==> config.mk <==
export PLATFORM = sky130hd
export DESIGN_NAME = lti_mac_scheduler
export DESIGN_NICKNAME = d
export VERILOG_FILES = /design/src/rtl/lti_pkg.sv /design/src/rtl/lti_mac.sv /design/src/rtl/lti_mac_scheduler.sv
export SDC_FILE = /design/constraint.sdc
export NUM_CORES = 2
export LEC_CHECK = 0
export ABC_AREA = 1
export CORE_MARGIN = 1
export CORE_UTILIZATION = 53
export CTS_CLUSTER_SIZE = 25
export DETAILED_ROUTE_END_ITERATION = 8
export PLACE_DENSITY = 0.69
export SETUP_SLACK_MARGIN = 0.15
export SLEW_MARGIN = 15
export SYNTH_ARGS = -nofsm -noshare
export SYNTH_HDL_FRONTEND = slang
export SYNTH_SLANG_ARGS = --single-unit
export TNS_END_PERCENT = 1
==> constraint.sdc <==
create_clock -name clk -period 11.2 [get_ports clk]
set_input_delay 1.68 -clock clk [delete_from_list [all_inputs] [get_ports clk]]
set_output_delay 1.68 -clock clk [all_outputs]
set_load 0.005 [all_outputs]
==> src/rtl/lti_pkg.sv <==
// Shared constants, FSM state encoding and coefficient addressing for the
// time-multiplexed state-space engine.
package lti_pkg;

  localparam int unsigned NS   = 4;
  localparam int unsigned IW   = 16;
  localparam int unsigned OW   = 16;
  localparam int unsigned CW   = 16;
  localparam int unsigned SW   = 25;
  localparam int unsigned RW   = SW + CW - 1;
  localparam int unsigned CF   = 15;
  localparam int unsigned DEL  = 10;

  // One row per state plus the output row; one column per state plus the input.
  localparam int unsigned NC   = NS + 1;
  localparam int unsigned P    = NC * NC;
  localparam int unsigned L    = P + 3;
  localparam int unsigned AW   = $clog2(P);
  localparam int unsigned ACCW = RW + $clog2(NC);
  // Row counter must also hold NC, the "all products issued" marker.
  localparam int unsigned RIW  = $clog2(NC + 1);

  typedef enum logic [1:0] {
    ST_IDLE,
    ST_MAC,
    ST_UPDATE
  } state_t;

  function automatic logic [AW-1:0] coef_index(input logic [RIW-1:0] row,
                                               input logic [RIW-1:0] col);
    return AW'(32'(row) * NC + 32'(col));
  endfunction

endpackage

==> src/rtl/lti_mac.sv <==
// Shared multiplier with registered product, followed by a wide accumulator
// that can restart on the first product of each row.
module lti_mac
  import lti_pkg::*;
(
  input  logic                 clk,
  input  logic                 rst,
  input  logic                 i_mul_en,
  input  logic signed [CW-1:0] i_coef,
  input  logic signed [SW-1:0] i_opnd,
  input  logic                 i_acc_en,
  input  logic                 i_acc_clr,
  output logic signed [RW-1:0] o_acc
);

  logic signed [RW-1:0]   w_ca;
  logic signed [RW-1:0]   w_ob;
  logic signed [RW-1:0]   w_prod;
  logic signed [ACCW-1:0] w_ext;
  logic signed [RW-1:0]   r_prod;
  logic signed [ACCW-1:0] r_acc;

  // Product keeps only its low RW bits, so the extreme corner wraps.
  assign w_ca   = {{(RW-CW){i_coef[CW-1]}}, i_coef};
  assign w_ob   = {{(RW-SW){i_opnd[SW-1]}}, i_opnd};
  assign w_prod = w_ca * w_ob;
  assign w_ext  = {{(ACCW-RW){r_prod[RW-1]}}, r_prod};
  assign o_acc  = r_acc[RW-1:0];

  // Register the product one cycle ahead of accumulation.
  always_ff @(posedge clk) begin
    if (rst) begin
      r_prod <= '0;
    end else if (i_mul_en) begin
      r_prod <= w_prod;
    end
  end

  // Accumulate, restarting from zero on the first product of a row.
  always_ff @(posedge clk) begin
    if (rst) begin
      r_acc <= '0;
    end else if (i_acc_en) begin
      r_acc <= (i_acc_clr ? '0 : r_acc) + w_ext;
    end
  end

endmodule

==> src/rtl/lti_mac_scheduler.sv <==
// State-space engine x' = x + (A*x + B*u)>>>DEL, y = C*x + D*u, computed with
// one shared multiplier over (NS+1)^2 cycles per sample.
module lti_mac_scheduler
  import lti_pkg::*;
(
  input  logic                 clk,
  input  logic                 rst,
  input  logic                 ce_in,
  input  logic signed [IW-1:0] sig_in,
  output logic signed [OW-1:0] sig_out,
  output logic                 ce_out,
  output logic                 busy,
  output logic                 overrun,
  input  logic                 coef_we,
  input  logic [AW-1:0]        coef_addr,
  input  logic signed [CW-1:0] coef_data,
  output logic                 cfg_err
);

  localparam logic [RIW-1:0] LAST_COL = RIW'(NS);
  localparam logic [RIW-1:0] LAST_ROW = RIW'(NS);
  localparam logic [RIW-1:0] ROW_END  = RIW'(NC);

  state_t                r_state;
  logic signed [CW-1:0]  r_coef  [P];
  logic signed [RW-1:0]  r_xlong [NS];
  logic signed [RW-1:0]  r_dx    [NS];
  logic signed [SW-1:0]  r_xq    [NS];
  logic signed [SW-1:0]  r_u;
  logic signed [OW-1:0]  r_y;
  logic [RIW-1:0]        r_row;
  logic [RIW-1:0]        r_col;
  // Tags travelling alongside the product (stage 1) and accumulator (stage 2).
  logic                  r_v1;
  logic                  r_first1;
  logic                  r_last1;
  logic [RIW-1:0]        r_row1;
  logic                  r_v2;
  logic                  r_last2;
  logic [RIW-1:0]        r_row2;

  logic                  w_issue;
  logic [AW-1:0]         w_cidx;
  logic signed [CW-1:0]  w_coef;
  logic signed [SW-1:0]  w_opnd;
  logic signed [RW-1:0]  w_acc;

  assign w_issue = (r_state == ST_MAC) && (r_row < ROW_END);
  assign w_cidx  = w_issue ? coef_index(r_row, r_col) : '0;
  assign w_coef  = r_coef[w_cidx];

  // Operand for the current column: a latched state value, or u in the last column.
  always_comb begin
    w_opnd = r_u;
    for (int unsigned i = 0; i < NS; i++) begin
      if (r_col == RIW'(i)) w_opnd = r_xq[i];
    end
  end

  lti_mac u_mac (
    .clk       (clk),
    .rst       (rst),
    .i_mul_en  (w_issue),
    .i_coef    (w_coef),
    .i_opnd    (w_opnd),
    .i_acc_en  (r_v1),
    .i_acc_clr (r_first1),
    .o_acc     (w_acc)
  );

  // Coefficient file: writes accepted only in IDLE with an in-range address.
  always_ff @(posedge clk) begin
    if (rst) begin
      for (int unsigned i = 0; i < P; i++) r_coef[i] <= '0;
      cfg_err <= 1'b0;
    end else if (coef_we) begin
      if ((r_state != ST_IDLE) || ({1'b0, coef_addr} >= (AW+1)'(P))) begin
        cfg_err <= 1'b1;
      end else begin
        r_coef[coef_addr] <= coef_data;
      end
    end
  end

  // Sequencer: accept sample, issue row-major products, collect rows, update state.
  always_ff @(posedge clk) begin
    if (rst) begin
      r_state  <= ST_IDLE;
      r_row    <= '0;
      r_col    <= '0;
      r_v1     <= 1'b0;
      r_first1 <= 1'b0;
      r_last1  <= 1'b0;
      r_row1   <= '0;
      r_v2     <= 1'b0;
      r_last2  <= 1'b0;
      r_row2   <= '0;
      r_u      <= '0;
      r_y      <= '0;
      sig_out  <= '0;
      ce_out   <= 1'b0;
      busy     <= 1'b0;
      overrun  <= 1'b0;
      for (int unsigned i = 0; i < NS; i++) begin
        r_xlong[i] <= '0;
        r_dx[i]    <= '0;
        r_xq[i]    <= '0;
      end
    end else begin
      ce_out   <= 1'b0;
      r_v1     <= w_issue;
      r_first1 <= (r_col == '0);
      r_last1  <= (r_col == LAST_COL);
      r_row1   <= r_row;
      r_v2     <= r_v1;
      r_last2  <= r_last1;
      r_row2   <= r_row1;
      if (ce_in && (r_state != ST_IDLE)) overrun <= 1'b1;
      case (r_state)
        ST_IDLE: begin
          if (ce_in) begin
            r_u <= {{(SW-IW){sig_in[IW-1]}}, sig_in};
            for (int unsigned i = 0; i < NS; i++) begin
              r_xq[i] <= r_xlong[i][SW+CF-1:CF];
            end
            r_row   <= '0;
            r_col   <= '0;
            busy    <= 1'b1;
            r_state <= ST_MAC;
          end
        end
        ST_MAC: begin
          if (w_issue) begin
            if (r_col == LAST_COL) begin
              r_col <= '0;
              r_row <= r_row + 1'b1;
            end else begin
              r_col <= r_col + 1'b1;
            end
          end
          // A row is complete once its last product has been accumulated.
          if (r_v2 && r_last2) begin
            if (r_row2 == LAST_ROW) begin
              r_y     <= w_acc[OW+CF-1:CF];
              r_state <= ST_UPDATE;
            end else begin
              for (int unsigned i = 0; i < NS; i++) begin
                if (r_row2 == RIW'(i)) r_dx[i] <= w_acc;
              end
            end
          end
        end
        ST_UPDATE: begin
          for (int unsigned i = 0; i < NS; i++) begin
            r_xlong[i] <= r_xlong[i] + (r_dx[i] >>> DEL);
          end
          sig_out <= r_y;
          ce_out  <= 1'b1;
          busy    <= 1'b0;
          r_state <= ST_IDLE;
        end
        default: r_state <= ST_IDLE;
      endcase
    end
  end

endmodule

After elaboration in Yosys (flattened, before gate mapping)
Memories as Yosys holds them, arrays and structs flattened.
Cells that the tools add are included.

storage, ports and cells
  logic and storage cells = 151
  output and inout port bits = 20
  memories kept = 4
  RAM bits = 820
  bits in latches = 0
  ROM bits = 0
  input port bits = 41
  bits in registers = 154

memories
  memory   depth  bits a word  read ports  clocked after memory_dff  wr ports  line                     source
  r_coef   25     16           1           0                         25        lti_mac_scheduler.sv:25  logic signed [CW-1:0] r_coef [P];
  r_dx     4      40           4           0                         4         lti_mac_scheduler.sv:27  logic signed [RW-1:0] r_dx [NS];
  r_xlong  4      40           4           0                         4         lti_mac_scheduler.sv:26  logic signed [RW-1:0] r_xlong [NS];
  r_xq     4      25           4           0                         4         lti_mac_scheduler.sv:28  logic signed [SW-1:0] r_xq [NS];

operators by class
  equal/unequal tests = 15
  shift operators = 0
  divide/modulo/power cells = 0
  reductions and logical operators = 18
  multipliers = 2
  add/sub/neg operators = 8
  $lt $le $gt $ge = 2
  bitwise gates (word level) = 12
  multiplexer cells = 71

operators with widths
  kind                                                    number
  two-way mux 40 bit                                      8
  two-way mux 25 bit                                      8
  adder 40 x 30 -> 40 bit                                 4
  adder 43 bit                                            1
  two-way mux 43 bit                                      1
  multiplier 16 x 25 -> 40 bit                            1
  two-way mux 1 bit                                       39
  two-way mux 16 bit                                      1
  OR reduction 16 bit                                     1
  two-way mux 3 bit                                       5
  equality test 3 x 2 -> 1 bit (second input constant)    4
  OR 1 bit                                                12
  one-hot mux 3 bit (2 select lines)                      2
  two-way mux 5 bit                                       2
  AND reduction 3 bit                                     3
  adder 3 x 1 -> 3 bit (second input constant)            2
  equality test 3 x 1 -> 1 bit (second input constant)    2
  equality test 3 bit (second input constant)             2
  zero test 3 bit                                         2
  two-way mux 2 bit                                       3
  inequality test 2 x 1 -> 1 bit (second input constant)  3
  AND reduction 2 bit                                     3
  nonzero test 2 bit                                      3
  adder 5 x 3 -> 5 bit                                    1
  12 further kinds                                        15

Longest topological paths before layout
  depth after elaboration = 8
  depth in mapped cells = 43
  depth with buffers taken out = 41

Modules after synthesis
From an unflattened synthesis, not the netlist that was laid out.

unflattened totals
  cell total of the unflattened synthesis = 9703
  area total of the unflattened synthesis = 75183.4 um2

by module, submodules not included
  module             sequential area each (um2)  area each (um2)  instances  cells an instance
  lti_mac_scheduler  28207.1                     53329.9          1          6476
  lti_mac            1601.5                      21853.5          1          3227

Least setup slack after synthesis
No wires, ideal clock.

  path type = register to register
  start = register r_row[0]
  end = register u_mac.r_prod[38]
  arrival time = 7.780 ns
  path buffers = 2
  clock period less this slack = 7.838 ns
  setup time = 0.058 ns
  setup slack = 3.362 ns
  stages on the path, launching flop included = 34
  cells stage by stage = dfxtp_1 > ha_1 > ha_1 > fa_1 > nand3_2 > buf_2 > buf_1 > a221oi_1 > o311ai_0 > nand3_1 > nand2_1 > inv_2 > nor2_1 > fa_1 > fa_1 > inv_1 > fa_1 > fa_1 > fa_1 > fa_1 > inv_1 > ha_1 > nand2_1 > nor2_1 > inv_1 > nor2_1 > and3_1 > nand3b_1 > nand3_1 > a21oi_1 > or2_2 > nand3_1 > o211ai_1 > inv_1

on the way
  cells in the longest elaborated chain, start to end = 5
  elaborated cells between the ends (all ways) = 7
  classes of those cells = add/sub: 1; mul: 2; order compare: 1; mux: 1; reduce/logical: 1; memory: 1

ends and longest elaborated chain
  what                                                                    line                                    source
  from (decl)                                                             lti_mac_scheduler.sv:31                 logic [RIW-1:0] r_row;
  from (signal assigned)                                                  lti_mac_scheduler.sv:136                r_row <= r_row + 1'b1;
  multiplier 3 x 3 -> 5 bit / < comparator 3 bit (equally long branches)  lti_pkg.sv:31, lti_mac_scheduler.sv:48
  adder 5 x 3 -> 5 bit / logical AND 1 bit (equally long branches)        lti_pkg.sv:31, lti_mac_scheduler.sv:48
  two-way mux 5 bit                                                       lti_mac_scheduler.sv:49                 assign w_cidx = w_issue ? coef_index(r_row, r_col) : '0;
  memory read (25 x 16 bit)                                               n/a
  multiplier 16 x 25 -> 40 bit                                            lti_mac.sv:26                           assign w_prod = w_ca * w_ob;
  to (signal assigned)                                                    lti_mac.sv:35                           r_prod <= w_prod;
  to (decl)                                                               lti_mac.sv:20                           logic signed [RW-1:0] r_prod;

Several ways; a longest one is shown, not always the timed one.
A chain may end at the register's enable or synchronous reset.

Final worst setup path
Same ends and word-level chain as after synthesis.

==> flow_metrics.py <==
metrics = {
    "floorplanning": {
        "die_width_um": 360,
        "coreArea_um2": 128000,
        "die_h_um": 360,
        "dieArea_um2": 130000,
        "boundaryPins": 61,
        "rows": 131,
        "initial_core_util_pct": 53.4,
    },
    "drt": {
        "drc_errors": 0,
        "dr.first_iter.drc_count": 6014,
        "wl_per_cell_um": 22.9,
        "ant_nets": 0,
        "wirelength_mm": 217,
        "vias": 55500,
        "firstDrtPassIters": 6,
        "avgViaCountPerCell": 5.87,
    },
    "critical_path": {
        "worst_path_largest_cell_delay_ps": 840,
        "path_common_cell": "fa_1",
        "startpoint_type": "flop",
        "arrival_ps": 10780,
        "rr_worst_depth": 34,
        "crit_type": "flop to flop",
        "critPathCaptureType": "flop",
        "ff2ff_setup_slack_ps": 1090,
        "critPathSlowestCell": "nand2_1",
        "crit_fanout": 60,
        "r2r-end": "u_mac.r_prod[38]$_SDFFE_PP0N_",
        "reg2reg_from": "r_row[0]$_SDFFE_PP0P_",
        "crit_required_ps": 11870,
    },
    "global_route": {
        "grt_pass1_wl_mm": 326,
        "grt_max_degree": 139,
        "grt-ovfl-total": 0,
        "antenna_found_initial": 1,
        "first_global_vias": 53800,
        "grt_use_total_pct": 33.1,
    },
    "sta": {
        "fin_skew_ps": 60.7,
        "layout_min_cycle_time_ps": 10110,
        "holdWs_ps": 401,
        "rsz0062_at_grt": "no",
        "fin_crit_sh_pct": 90.3,
        "max_freq_mhz": 98.9,
        "worst_pin_slew_ps": 1160,
        "finalSetupViolations": 0,
        "relSlewSlack_pct": 22.2,
        "finalSetupTns_ps": 0,
        "hold_viol_final": 0,
        "slew_viol_final": 0,
    },
    "placed_design": {
        "place_hpwl_mm": 154,
        "port-buffer-count": 60,
        "place.gp.congestion": 0.995,
    },
    "finish": {
        "layout_commonest_cell": "nor2_1",
        "syn_to_final_growth_pct": 8.86,
        "final_cell_mix": "nor2_1 (1272), nand2_1 (1134), inv_1 (1133)",
        "nNetsFinal": 8426,
        "drive_gt1_share_pct": 4.07,
        "antennaDiodeCount": 0,
    },
    "run_status": {
        "run_status": "finished, final reports clean",
    },
    "synthesis": {
        "yosysSeqAreaShare_pct": 43.8,
        "avgSynthCellArea_um2": 8.92,
        "synthCells": 7634,
        "synth_enable_flop_cells": 892,
        "ys_warn_count": 0,
        "syn_area_um2": 68100,
        "synth_ff_type": "edfxtp_1",
        "async_flop_share_pct": 0,
        "ys_seq_elements": 1043,
        "yosysUniqueCellTypes": 65,
    },
    "clock_network": {
        "clock_latency_ps": 770,
        "cts_setup_buffers": 0,
        "clock_sinks": 1043,
        "cts.path.max_buffers": 3,
        "htree_levels": 3,
        "clk_pin_slew_ps": 70,
        "cts_tree": "done",
        "numCtsBuffers": 112,
        "ctsResizeCount": 0,
        "ctsHoldBuffers": 0,
        "cts_root_buffer": "clkbuf_16",
    },
    "min_path": {
        "hold_path.class": "flop to flop",
        "whs_endpoint": "r_row2[1]$_SDFF_PP0_",
        "holdPathStages": 2,
        "hold_start": "r_row1[1]$_SDFF_PP0_",
    },
    "run": {
        "maxCapViolCount": 0,
    },
}
-- state kept, by name (all words and copies together), names as in the netlist, 2 cells and up --
register and cells:
r_row2 3, r_row 3, r_col 3, u_mac.r_prod 40, r_xlong 160, r_u 16, r_xq 100, r_state 2
sig_out 16, r_dx 120, r_coef 512, r_y 16, u_mac.r_acc 40, r_row1 3
-- layout make-up --
type	instances	area, um2
Clock buffer	154	3020
Clock inverter	54	572
Fill cell	11400	53400
Inverter	1180	4430
Multi-Input combinational cell	5202	32900
Sequential cell	1043	29800
Tap cell	1662	2080
Timing Repair Buffer	151	1340
-- Yosys cell counts, types with 4 or more instances --
cell | count | share of area [%]
clkinv_1 | 25 | 0.14
o221ai_1 | 15 | 0.19
nand2_2 | 12 | 0.11
buf_2 | 70 | 0.51
a211oi_1 | 8 | 0.088
and2_1 | 5 | 0.046
nor3_1 | 39 | 0.29
a221oi_1 | 76 | 0.98
fa_1 | 388 | 11
a21oi_1 | 523 | 3.8
nor4_1 | 9 | 0.083
o21ai_0 | 392 | 2.9
buf_6 | 19 | 0.31
nand4_1 | 56 | 0.51
inv_2 | 21 | 0.12
o22ai_1 | 4 | 0.037
xor2_1 | 35 | 0.45
a21boi_0 | 10 | 0.11
o21a_1 | 82 | 0.90
dfxtp_1 | 151 | 4.4
edfxtp_1 | 892 | 39
nand2_1 | 1138 | 6.3
o21ai_1 | 15 | 0.11
a221o_1 | 7 | 0.10
nor2_1 | 1273 | 7.0
clkbuf_1 | 204 | 1.1
o21bai_1 | 25 | 0.28
buf_4 | 10 | 0.11
o311ai_1 | 5 | 0.064
ha_1 | 307 | 5.6
nand3_1 | 360 | 2.6
xnor2_1 | 29 | 0.37
o311ai_0 | 23 | 0.30
nand3b_1 | 5 | 0.055
buf_1 | 17 | 0.094
inv_1 | 1133 | 6.2
or2_2 | 7 | 0.064
and3_1 | 9 | 0.083
a31o_2 | 5 | 0.064
a21o_1 | 33 | 0.36
a31oi_1 | 42 | 0.39
o211ai_1 | 102 | 1.1
a22oi_1 | 6 | 0.066
a32o_1 | 12 | 0.18
-- logic make-up (layout without fill, tap and decap cells) --
kind of cell               after synthesis  in the layout  synth area share, %
adders and majority gates              695            695                 17.0
DFF                                   1043           1043                 43.8
other                                    1            112              0.00551
buffers and inverters                 1500           1539                 8.66
xor gates and xnor gates                64             64                0.823
and+or+nand+nor                       2928           2928                 17.4
AOI/OAI and AO/OA                     1403           1403                 12.3
-- per-layer routing --
layer	up-vias	wire length, um	track usage [%]
li1	25300	-	-
met1	26900	89400	46.1
met2	2722	97500	51.7
met3	478	20900	5.57
met4	2	8930	13.3
met5	-	12	0
-- critical path, delay by kind of cell (launching register included) --
kind	cells	cell delay (ps)
compound gates	5	840
flops	1	530
fa+ha+maj	10	4510
buf+inv	6	1190
simple gates	13	2860
-- metrics by stage --
step	utilization (%)	setup slack, ps	cells	area (um2)
floorplan	-	3360	7745	68500
global placement	55.3	1410	9238	70500
detailed placement	55.3	1360	9238	70500
CTS	58.1	1240	9446	74100
global route	58.1	715	9446	74100
finish	58.1	1090	9446	74100
-- how the worst max path moves through the flow --
stage                                from                       endpoint  slack, ps  depth (start not counted)
global route        r_row[0]$_SDFFE_PP0P_  u_mac.r_prod[39]$_SDFFE_PP0N_        720                         36
CTS                 r_row[0]$_SDFFE_PP0P_  u_mac.r_prod[38]$_SDFFE_PP0N_       1240                         35
finish              r_row[0]$_SDFFE_PP0P_  u_mac.r_prod[38]$_SDFFE_PP0N_       1090                         34
global placement    r_row[0]$_SDFFE_PP0P_  u_mac.r_prod[21]$_SDFFE_PP0N_       1410                         34
detailed placement  r_row[0]$_SDFFE_PP0P_  u_mac.r_prod[38]$_SDFFE_PP0N_       1360                         35
floorplan           r_row[0]$_SDFFE_PP0P_  u_mac.r_prod[38]$_SDFFE_PP0N_       3360                         33
Power is not shown: default switching activity piles up to over one toggle a cycle in this logic, so the estimate is an artifact.
